## config.mk

```make
export PLATFORM = sky130hd
export DESIGN_NAME = uart_rx_param
export DESIGN_NICKNAME = d
export VERILOG_FILES = /design/src/rtl/uart_rx_param.sv
export SDC_FILE = /design/constraint.sdc
export NUM_CORES = 1
export LEC_CHECK = 0
export ABC_AREA = 1
export CORE_ASPECT_RATIO = 1.75
export CORE_UTILIZATION = 62
export DETAILED_ROUTE_END_ITERATION = 8
export PLACE_DENSITY = 0.87
export SYNTH_ARGS = -nofsm -noshare
export SYNTH_HDL_FRONTEND = slang
export SYNTH_SLANG_ARGS = --single-unit
```

## constraint.sdc

```tcl
create_clock -name clk -period 4.9 [get_ports clk]
set_clock_uncertainty 0.05 [all_clocks]
set_input_delay 0.98 -clock clk [delete_from_list [all_inputs] [get_ports clk]]
set_output_delay 0.98 -clock clk [all_outputs]
set_load 0.005 [all_outputs]
```

## src/rtl/uart_rx_param.sv

```systemverilog
// Purpose : parametrised UART receiver with 3-sample majority vote, glitch/break handling.
// Latency : word presented one clk after the voting point of the last stop bit (+2 clk sync).
// Backpr. : single holding register; a frame completing while rxValid&!rxReady is dropped (rxOverrun).
//
// Ports: clk/reset (async, active-low); rxEn gates start detection and aborts a frame;
//        rxIn raw serial line; rxBusy frame in progress; rxValid/rxReady output handshake;
//        rxOut received word (LSB first on line); rxParityErr/rxFrameErr/rxBreak describe
//        the word in rxOut; rxOverrun sticky until the next handshake.
module uart_rx_param #(
  parameter int CLOCK_RATE = 12000000,
  parameter int BAUD_RATE  = 9600,
  parameter int OVERSAMPLE = 16,
  parameter int DATA_BITS  = 8,
  parameter int PARITY     = 0,
  parameter int STOP_BITS  = 1
) (
  input  logic                 clk,
  input  logic                 reset,
  input  logic                 rxEn,
  input  logic                 rxIn,
  output logic                 rxBusy,
  output logic                 rxValid,
  input  logic                 rxReady,
  output logic [DATA_BITS-1:0] rxOut,
  output logic                 rxParityErr,
  output logic                 rxFrameErr,
  output logic                 rxBreak,
  output logic                 rxOverrun
);

  localparam int BAUD_TICKS = BAUD_RATE * OVERSAMPLE;
  localparam int DIV_ROUND  = (CLOCK_RATE + BAUD_TICKS / 2) / BAUD_TICKS;
  localparam int DIV        = (DIV_ROUND < 1) ? 1 : DIV_ROUND;
  localparam int DIV_W      = $clog2(DIV + 1);
  localparam int SMP_W      = $clog2(OVERSAMPLE);
  localparam int CNT_W      = $clog2(DATA_BITS + 1);

  localparam logic [DIV_W-1:0] DIV_LAST  = DIV_W'(DIV - 1);
  localparam logic [SMP_W-1:0] SMP_FIRST = SMP_W'(OVERSAMPLE / 2 - 1);
  localparam logic [SMP_W-1:0] SMP_MID   = SMP_W'(OVERSAMPLE / 2);
  localparam logic [SMP_W-1:0] SMP_VOTE  = SMP_W'(OVERSAMPLE / 2 + 1);
  localparam logic [SMP_W-1:0] SMP_LAST  = SMP_W'(OVERSAMPLE - 1);
  localparam logic [CNT_W-1:0] DATA_LAST = CNT_W'(DATA_BITS - 1);
  localparam logic [CNT_W-1:0] STOP_LAST = CNT_W'(STOP_BITS - 1);
  localparam logic             ODD_PAR   = (PARITY == 1);

  typedef enum logic [2:0] {IDLE, START, DATA, PAR, STOP} state_t;
  state_t state, stateNext;

  logic                 syncA, syncB, rxPrev;
  logic [DIV_W-1:0]     divCnt;
  logic [SMP_W-1:0]     sampCnt;
  logic [CNT_W-1:0]     bitCnt;
  logic [1:0]           samples;
  logic [DATA_BITS-1:0] shiftReg;
  logic                 parErr, frameErr, anyOne, breakWait;
  logic                 tick, votePt, bitEnd, vote, startEdge, frameDone;

  assign tick      = (divCnt == DIV_LAST);
  assign votePt    = tick && (sampCnt == SMP_VOTE);
  assign bitEnd    = tick && (sampCnt == SMP_LAST);
  // Third sample is taken live at the voting tick.
  assign vote      = (samples[0] & samples[1]) | (samples[0] & syncB) | (samples[1] & syncB);
  // After a break the line must be seen high before a new edge counts.
  assign startEdge = rxEn && !breakWait && rxPrev && !syncB;
  assign rxBusy    = (state != IDLE);

  always_ff @(posedge clk or negedge reset) begin
    if (!reset) state <= IDLE;
    else        state <= stateNext;
  end

  always_comb begin
    stateNext = state;
    frameDone = 1'b0;
    case (state)
      IDLE:  if (startEdge) stateNext = START;
      START: begin
        if (votePt && vote) stateNext = IDLE;
        else if (bitEnd)    stateNext = DATA;
      end
      DATA:  if (bitEnd && bitCnt == DATA_LAST) stateNext = (PARITY != 0) ? PAR : STOP;
      PAR:   if (bitEnd) stateNext = STOP;
      // Completion at the last stop bit's voting point leaves half a bit to catch the next start.
      STOP: begin
        if (votePt && bitCnt == STOP_LAST) begin
          stateNext = IDLE;
          frameDone = 1'b1;
        end
      end
      default: stateNext = IDLE;
    endcase
    if (!rxEn && state != IDLE) begin
      stateNext = IDLE;
      frameDone = 1'b0;
    end
  end

  always_ff @(posedge clk or negedge reset) begin
    if (!reset) begin
      syncA     <= 1'b1;
      syncB     <= 1'b1;
      rxPrev    <= 1'b1;
      divCnt    <= '0;
      sampCnt   <= '0;
      bitCnt    <= '0;
      samples   <= '0;
      shiftReg  <= '0;
      parErr    <= 1'b0;
      frameErr  <= 1'b0;
      anyOne    <= 1'b0;
      breakWait <= 1'b0;
    end else begin
      syncA  <= rxIn;
      syncB  <= syncA;
      rxPrev <= syncB;
      if (state == IDLE) begin
        divCnt  <= '0;
        sampCnt <= '0;
        bitCnt  <= '0;
        if (syncB) breakWait <= 1'b0;
        if (startEdge) begin
          parErr   <= 1'b0;
          frameErr <= 1'b0;
          anyOne   <= 1'b0;
        end
      end else begin
        divCnt <= tick ? '0 : divCnt + DIV_W'(1);
        if (tick) sampCnt <= (sampCnt == SMP_LAST) ? '0 : sampCnt + SMP_W'(1);
        if (tick && sampCnt == SMP_FIRST) samples[0] <= syncB;
        if (tick && sampCnt == SMP_MID)   samples[1] <= syncB;
        // Counter serves data bits then stop bits; cleared on every state change.
        if (bitEnd) bitCnt <= (stateNext == state) ? bitCnt + CNT_W'(1) : '0;
        if (votePt) begin
          case (state)
            DATA: begin
              shiftReg <= {vote, shiftReg[DATA_BITS-1:1]};
              anyOne   <= anyOne | vote;
            end
            PAR: begin
              parErr <= (^shiftReg) ^ vote ^ ODD_PAR;
              anyOne <= anyOne | vote;
            end
            STOP: begin
              if (!vote) frameErr <= 1'b1;
              anyOne <= anyOne | vote;
            end
            default: ;
          endcase
        end
        if (frameDone && !(anyOne | vote)) breakWait <= 1'b1;
      end
    end
  end

  always_ff @(posedge clk or negedge reset) begin
    if (!reset) begin
      rxValid     <= 1'b0;
      rxOut       <= '0;
      rxParityErr <= 1'b0;
      rxFrameErr  <= 1'b0;
      rxBreak     <= 1'b0;
      rxOverrun   <= 1'b0;
    end else begin
      if (rxValid && rxReady) rxOverrun <= 1'b0;
      if (frameDone) begin
        // A handshake in the same clk frees the holding register for the new word.
        if (!rxValid || rxReady) begin
          rxOut       <= shiftReg;
          rxParityErr <= parErr;
          rxFrameErr  <= frameErr | !vote;
          rxBreak     <= !(anyOne | vote);
          rxValid     <= 1'b1;
        end else begin
          rxOverrun <= 1'b1;
        end
      end else if (rxValid && rxReady) begin
        rxValid <= 1'b0;
      end
    end
  end

endmodule

```

==> flow_summary.yaml, run 1 <==
status:
  status: "finished, final reports clean"
synthesis:
  synth.area.top_cells: "dfrtp_1 46%, nand2_1 9.3%, inv_1 4.9%"
  ys_types: 35
  synth_area_per_cell_um2: 8.68
  synthTopCellsByCount: "61 x nand2_1, 45 x dfrtp_1, 32 x inv_1, 22 x nand3_1, 18 x o21ai_0"
  synth_top_area_share_pct: 45.8
  synthFlopType: "dfrtp_1"
  ys_warn_count: 0
  syn_nets: 295
  synth_area_leader_cell: "dfrtp_1"
  yosysSeqAreaShare_pct: 49.1
  synth_most_common_cell: "nand2_1"
  synthCells: 283
  syn_area_mm2: 0.00246
  synth_seq_cells: 48
  async_reset_ff_share_pct: 100
  synth-edff-count: 0
global_routing:
  grt_pass1_vias: 1866
  grt_use_total_pct: 23.6
  grt.overflow.total: 0
  grt_pass1_wl_um: 7610
  antenna_found_initial: 0
  grt_max_degree: 49
route:
  postRouteAntennaNets: 0
  first_pass_iters: 4
  post_drt_wl_per_cell_um: 12.6
  drc_errors: 0
  vias_per_cell: 5.38
  drtIter0Drc: 29
  vias: 1882
  wirelength_um: 4400
die:
  die_x_um: 49.6
  die_y_um: 85.3
  start_util_pct: 66.4
  core_mm2: 0.00370
  num_rows: 29
  io_pins: 19
  die_area_mm2: 0.00423
final_layout:
  drive_gt1_share_pct: 13.8
  nNetsFinal: 315
  n_antenna_cell: 0
  area_growth_pct: 11.7
  stdcell_count: 350
  multiInputGateArea_mm2: 0.00106
  seqCellArea_mm2: 0.00120
  nFillCells: 292
clock_tree:
  cts_inserted_buffers: 5
  cts_tree: "yes"
  htree_levels: 2
  root_buffer: "clkbuf_8"
  cts_sinks: 48
  post_cts_resize_count: 0
  clockBufferDepth: 2
  clock_latency_ns: 0.30
  hold_buffers: 0
  clkTransAtPathRegs_ns: 0.08
  postCtsSetupRepairBufs: 0
place:
  port_buffers: 18
  gp_congestion: 0.837
  placedCellCount: 342
  dp_hpwl_um: 3250
power:
  power.density_mw_per_mm2: 294
  cellLeakagePower_nw: 1.28
  peakVddDrop_uv: 333
sta:
  setup_violations: 0
  fin_crit_sh_pct: 57.8
  slew_violations: 0
  hold_violations: 0
  worst_pin_slew_ns: 1.02
  fmax_mhz: 353
  layout_min_cycle_time_ns: 2.83
  fin_setup_tns_ns: 0
  slew_headroom_pct: 31.9
  rsz0062_at_grt: "no"
worst_setup_path:
  cp.arrival_ns: 1.80
  worstPathMaxFanout: 13
  critPathKind: "reg -> out"
  endpoint_kind: "output pin"
  cp-start-kind: "flip-flop"
  critPathRequiredTime_ns: 3.87
min_path:
  hp-class: "reg -> reg"
flow_run:
  cap_violations: 0
==> cell families after synthesis <==
group	Yosys count	synth area share (%)
simple gates	134	26.7
mux	1	0.458
flops	48	49.1
fa+ha+maj	7	3.57
buf+inv	46	7.84
xor+xnor	11	3.92
compound gates	36	8.46
==> flip-flops by register name, summed over array words and instances (netlist names) <==
signal / cells
rxOut: 8
shiftReg: 8
divCnt: 7
bitCnt: 4
sampCnt: 4
state: 3
samples: 2
anyOne: 1
breakWait: 1
frameErr: 1
parErr: 1
rxBreak: 1
rxFrameErr: 1
rxOverrun: 1
rxParityErr: 1
rxPrev: 1
rxValid: 1
syncA: 1
syncB: 1
==> layout by cell type, fill, tap and decap left out, types with 2 or more instances in the layout <==
cell type        netlist  routed
nor3_1                 6       6
dfstp_2                3       3
nor3b_1                3       3
xor2_1                 4       4
a21oi_1                4       4
clkbuf_8               0       6
nand2_2                7       7
nand4_1                4       4
clkinv_2               1       3
nand2_1               61      61
dfrtp_1               45      45
nand3_1               22      22
o21ai_0               18      18
inv_2                  8       8
and3_1                 2       2
xnor2_1                7       7
clkdlybuf4s50_1        0      17
nor2_4                 5       5
ha_1                   7       7
nor2_1                17      17
o21ai_1                9       9
inv_1                 32      32
==> report_power, final <==
part	total (mW)	switching (mW)	internal (mW)	leakage (nW)
clock network	0.240	0.127	0.113	0.0510
registers	0.431	0.0183	0.413	0.657
logic	0.135	0.0967	0.0386	0.569
total	0.807	0.242	0.564	1.28
==> critical path, cell delays in order (launching register included) <==
cell	delay [ns]
dfrtp_1	0.45
nor2_1	0.08
nand2_1	0.38
clkdlybuf4s50_1	0.59
==> final cells by class <==
type	count	area share, %
well taps	46	2.10
clock inverters	2	0.365
clock buffers	6	3.01
flip-flops and latches	48	43.9
repair buffers	18	6.38
inverters	41	5.65
multi-input cells	189	38.6
==> worst paths after layout <==
path                       slack [ns]  depth (start not counted)                 from                    end
setup / recovery                 2.07                          3   state[0]$_DFF_PN0_                 rxBusy
hold / removal                   0.31                          0      syncA$_DFF_PN1_        syncB$_DFF_PN1_
setup reg to reg                 2.68                         10  divCnt[1]$_DFF_PN0_   rxOut[0]$_DFFE_PN0P_
hold reg to reg                  0.31                          0      syncA$_DFF_PN1_        syncB$_DFF_PN1_
max in group asynchronous        3.37                          1                reset  bitCnt[3]$_DFFE_PN0P_
min in group asynchronous        0.80                          1                reset   rxOut[1]$_DFFE_PN0P_
==> stage by stage <==
step | power, mW | hold slack (ns) | worst slack, ns | util [%] | instance area, µm²
global route | 0.846 | 0.317 | 2.00 | 74.1 | 2740
floorplan | 0.529 | 0.295 | 3.04 | - | 2460
finish | 0.807 | 0.309 | 2.07 | 74.1 | 2740
global placement | 0.570 | 0.295 | 2.39 | 71.6 | 2650
CTS | 0.809 | 0.311 | 2.09 | 74.1 | 2740
detailed placement | 0.573 | 0.299 | 2.34 | 71.6 | 2650
==> per-layer routing <==
metal,global-route usage [%],wire (µm)
met5,0,0
met4,13.8,166
met3,5.73,145
met2,43.5,2370
met1,23.0,1710
Note: power is estimated with default switching activity, not from simulation.
==> run 2: changes to the inputs <==
--- a/config.mk
+++ b/config.mk
@@ -7,9 +7,9 @@
 export LEC_CHECK = 0
 export ABC_AREA = 1
 export CORE_ASPECT_RATIO = 1.75
-export CORE_UTILIZATION = 62
+export CORE_UTILIZATION = 52
 export DETAILED_ROUTE_END_ITERATION = 8
-export PLACE_DENSITY = 0.87
+export PLACE_DENSITY = 0.78
 export SYNTH_ARGS = -nofsm -noshare
 export SYNTH_HDL_FRONTEND = slang
 export SYNTH_SLANG_ARGS = --single-unit
==> constraint.sdc (replaced) <==
create_clock -name clk -period 2.6 [get_ports clk]
set_clock_uncertainty 0.05 [all_clocks]
set_input_delay 0.52 -clock clk [delete_from_list [all_inputs] [get_ports clk]]
set_output_delay 0.52 -clock clk [all_outputs]
set_load 0.005 [all_outputs]
==> run 2 against run 1 <==
Compared with the run above: clock power up 120%; total power up 100%; utilization down 12 points; count of clock-buffer cells in the layout down 1; routed wire length up 5.4%; non-clock buffer count up 2; via count down 0.64%; register-to-register slack worse by 2.3 ns; first-iteration DRC count up 79%; critical path depth unchanged; largest cell class unchanged.
==> flow_summary.yaml, run 2 (synthesis results as in run 1) <==
die:
  io_pins: 19
  die_x_um: 54.0
  start_util_pct: 54.8
  num_rows: 32
  die_y_um: 92.9
  die_area_mm2: 0.00501
  core_mm2: 0.00448
final_layout:
  nNetsFinal: 317
  n_antenna_cell: 0
  layout_commonest_cell: "nand2_1"
  final_cell_mix: "61 x nand2_1, 45 x dfrtp_1, 32 x inv_1"
  drive_gt1_share_pct: 14.4
  reg_top3: "rxOut: 8 flops, shiftReg: 8 flops, divCnt: 7 flops"
  nFillCells: 402
  postLayoutCoreUtil_pct: 62.1
  area_growth_pct: 13.3
global_routing:
  grt_pass1_vias: 1941
  antenna_found_initial: 0
  grt_max_degree: 22
  grt.overflow.total: 0
  grt_pass1_wl_um: 7980
  grt_use_total_pct: 21.4
clock_tree:
  htree_levels: 2
  clkTransAtPathRegs_ns: 0.09
  clock_latency_ns: 0.31
  post_cts_resize_count: 0
  postCtsSetupRepairBufs: 0
  clockBufferDepth: 2
  cts_inserted_buffers: 5
  cts_sinks: 48
  root_buffer: "clkbuf_8"
  cts_tree: "yes"
  hold_buffers: 0
power:
  power.density_mw_per_mm2: 578
  pwr-share-comb_pct: 16.3
  power.internal_mw: 1.14
  clockPowerShare_pct: 33.3
  cellLeakagePower_nw: 1.29
  peakVddDrop_uv: 484
  swShare_pct: 29.3
  pwr-share-seq_pct: 50.4
  p_switching_uw: 472
worst_setup_path:
  endpoint_kind: "output pin"
  worstPathMaxFanout: 13
  rr_startpoint: "divCnt[1]$_DFF_PN0_"
  critPathRequiredTime_ns: 2.03
  cp.arrival_ns: 1.81
  cp-start-kind: "flip-flop"
  critPathKind: "reg -> out"
  r2r_slack_ns: 0.43
  worstReg2RegEnd: "rxOut[0]$_DFFE_PN0P_"
  reg2regPathDepth: 10
route:
  postRouteAntennaNets: 0
  vias_per_cell: 5.24
  drtIter0Drc: 52
  first_pass_iters: 4
  post_drt_wl_per_cell_um: 13.0
  vias: 1870
  wirelength_um: 4630
  drc_errors: 0
flow_run:
  cap_violations: 0
min_path:
  hp-class: "in -> async"
sta:
  slew_violations: 0
  setup_violations: 0
  fin_crit_sh_pct: 91.4
  layout_min_cycle_time_ns: 2.38
  hold_violations: 0
  rsz0062_at_grt: "no"
  worst_pin_slew_ns: 0.497
  slew_headroom_pct: 66.8
  fin_setup_tns_ns: 0
  fmax_mhz: 421
place:
  port_buffers: 18
  dp_hpwl_um: 3490
  gp_congestion: 0.905
status:
  status: "finished, final reports clean"
-- run 2: layout make-up --
| class | count | area [µm²] | share of cell area (%) |
|---|---|---|---|
| clock buffers | 5 | 68.8 | 2.47 |
| clock inverters | 3 | 42.5 | 1.53 |
| inverters | 41 | 155 | 5.57 |
| multi-input cells | 189 | 1060 | 38.0 |
| flip-flops and latches | 48 | 1200 | 43.3 |
| well taps | 51 | 63.8 | 2.29 |
| repair buffers | 20 | 190 | 6.83 |
-- run 2: metrics by stage --
stage	area, µm²	hold slack, ns	instances	total power, mW	setup WS [ns]
6_report	2780	0.0959	357	1.61	0.224
5_1_grt	2780	0.132	357	1.69	0.159
4_1_cts	2780	0.115	357	1.62	0.233
3_5_place_dp	2670	0.297	349	1.09	0.434
3_3_place_gp	2670	0.295	349	1.08	0.485
2_1_floorplan	2460	0.174	283	0.996	0.947
-- run 2: how the worst max path moves through the flow --
stage / from / to / depth (start not counted)
floorplan: divCnt[1]$_DFF_PN0_ / rxOut[0]$_DFFE_PN0P_ / 10
global placement: rxEn / bitCnt[3]$_DFFE_PN0P_ / 10
detailed placement: divCnt[1]$_DFF_PN0_ / rxOut[0]$_DFFE_PN0P_ / 10
CTS: state[0]$_DFF_PN0_ / rxBusy / 3
global route: state[1]$_DFF_PN0_ / rxBusy / 3
finish: state[1]$_DFF_PN0_ / rxBusy / 3
-- run 2: layer usage --
metal	wire [µm]	vias up	global-route usage, %	share of wire (%)
met5	0	-	0	0
met4	96	0	8.11	2.1
met3	115	8	3.12	2.5
met2	2670	37	42.0	58
met1	1750	880	20.3	38
li1	-	945	-	-
-- run 2: power by group through the flow --
| stage | logic (mW) | registers (mW) | clock network [mW] |
|---|---|---|---|
| after CTS | 0.266 | 0.811 | 0.547 |
| after global placement | 0.260 | 0.824 | 0 |
| after global routing | 0.300 | 0.815 | 0.575 |
| after detailed placement | 0.263 | 0.826 | 0 |
| after floorplan | 0.179 | 0.818 | 0 |
| final | 0.262 | 0.811 | 0.536 |
-- run 2: worst max-delay path: stages (launching register included) --
cell and delay, ns:
dfrtp_1 0.44, nor2_1 0.08, nand2_1 0.38, clkdlybuf4s50_1 0.60
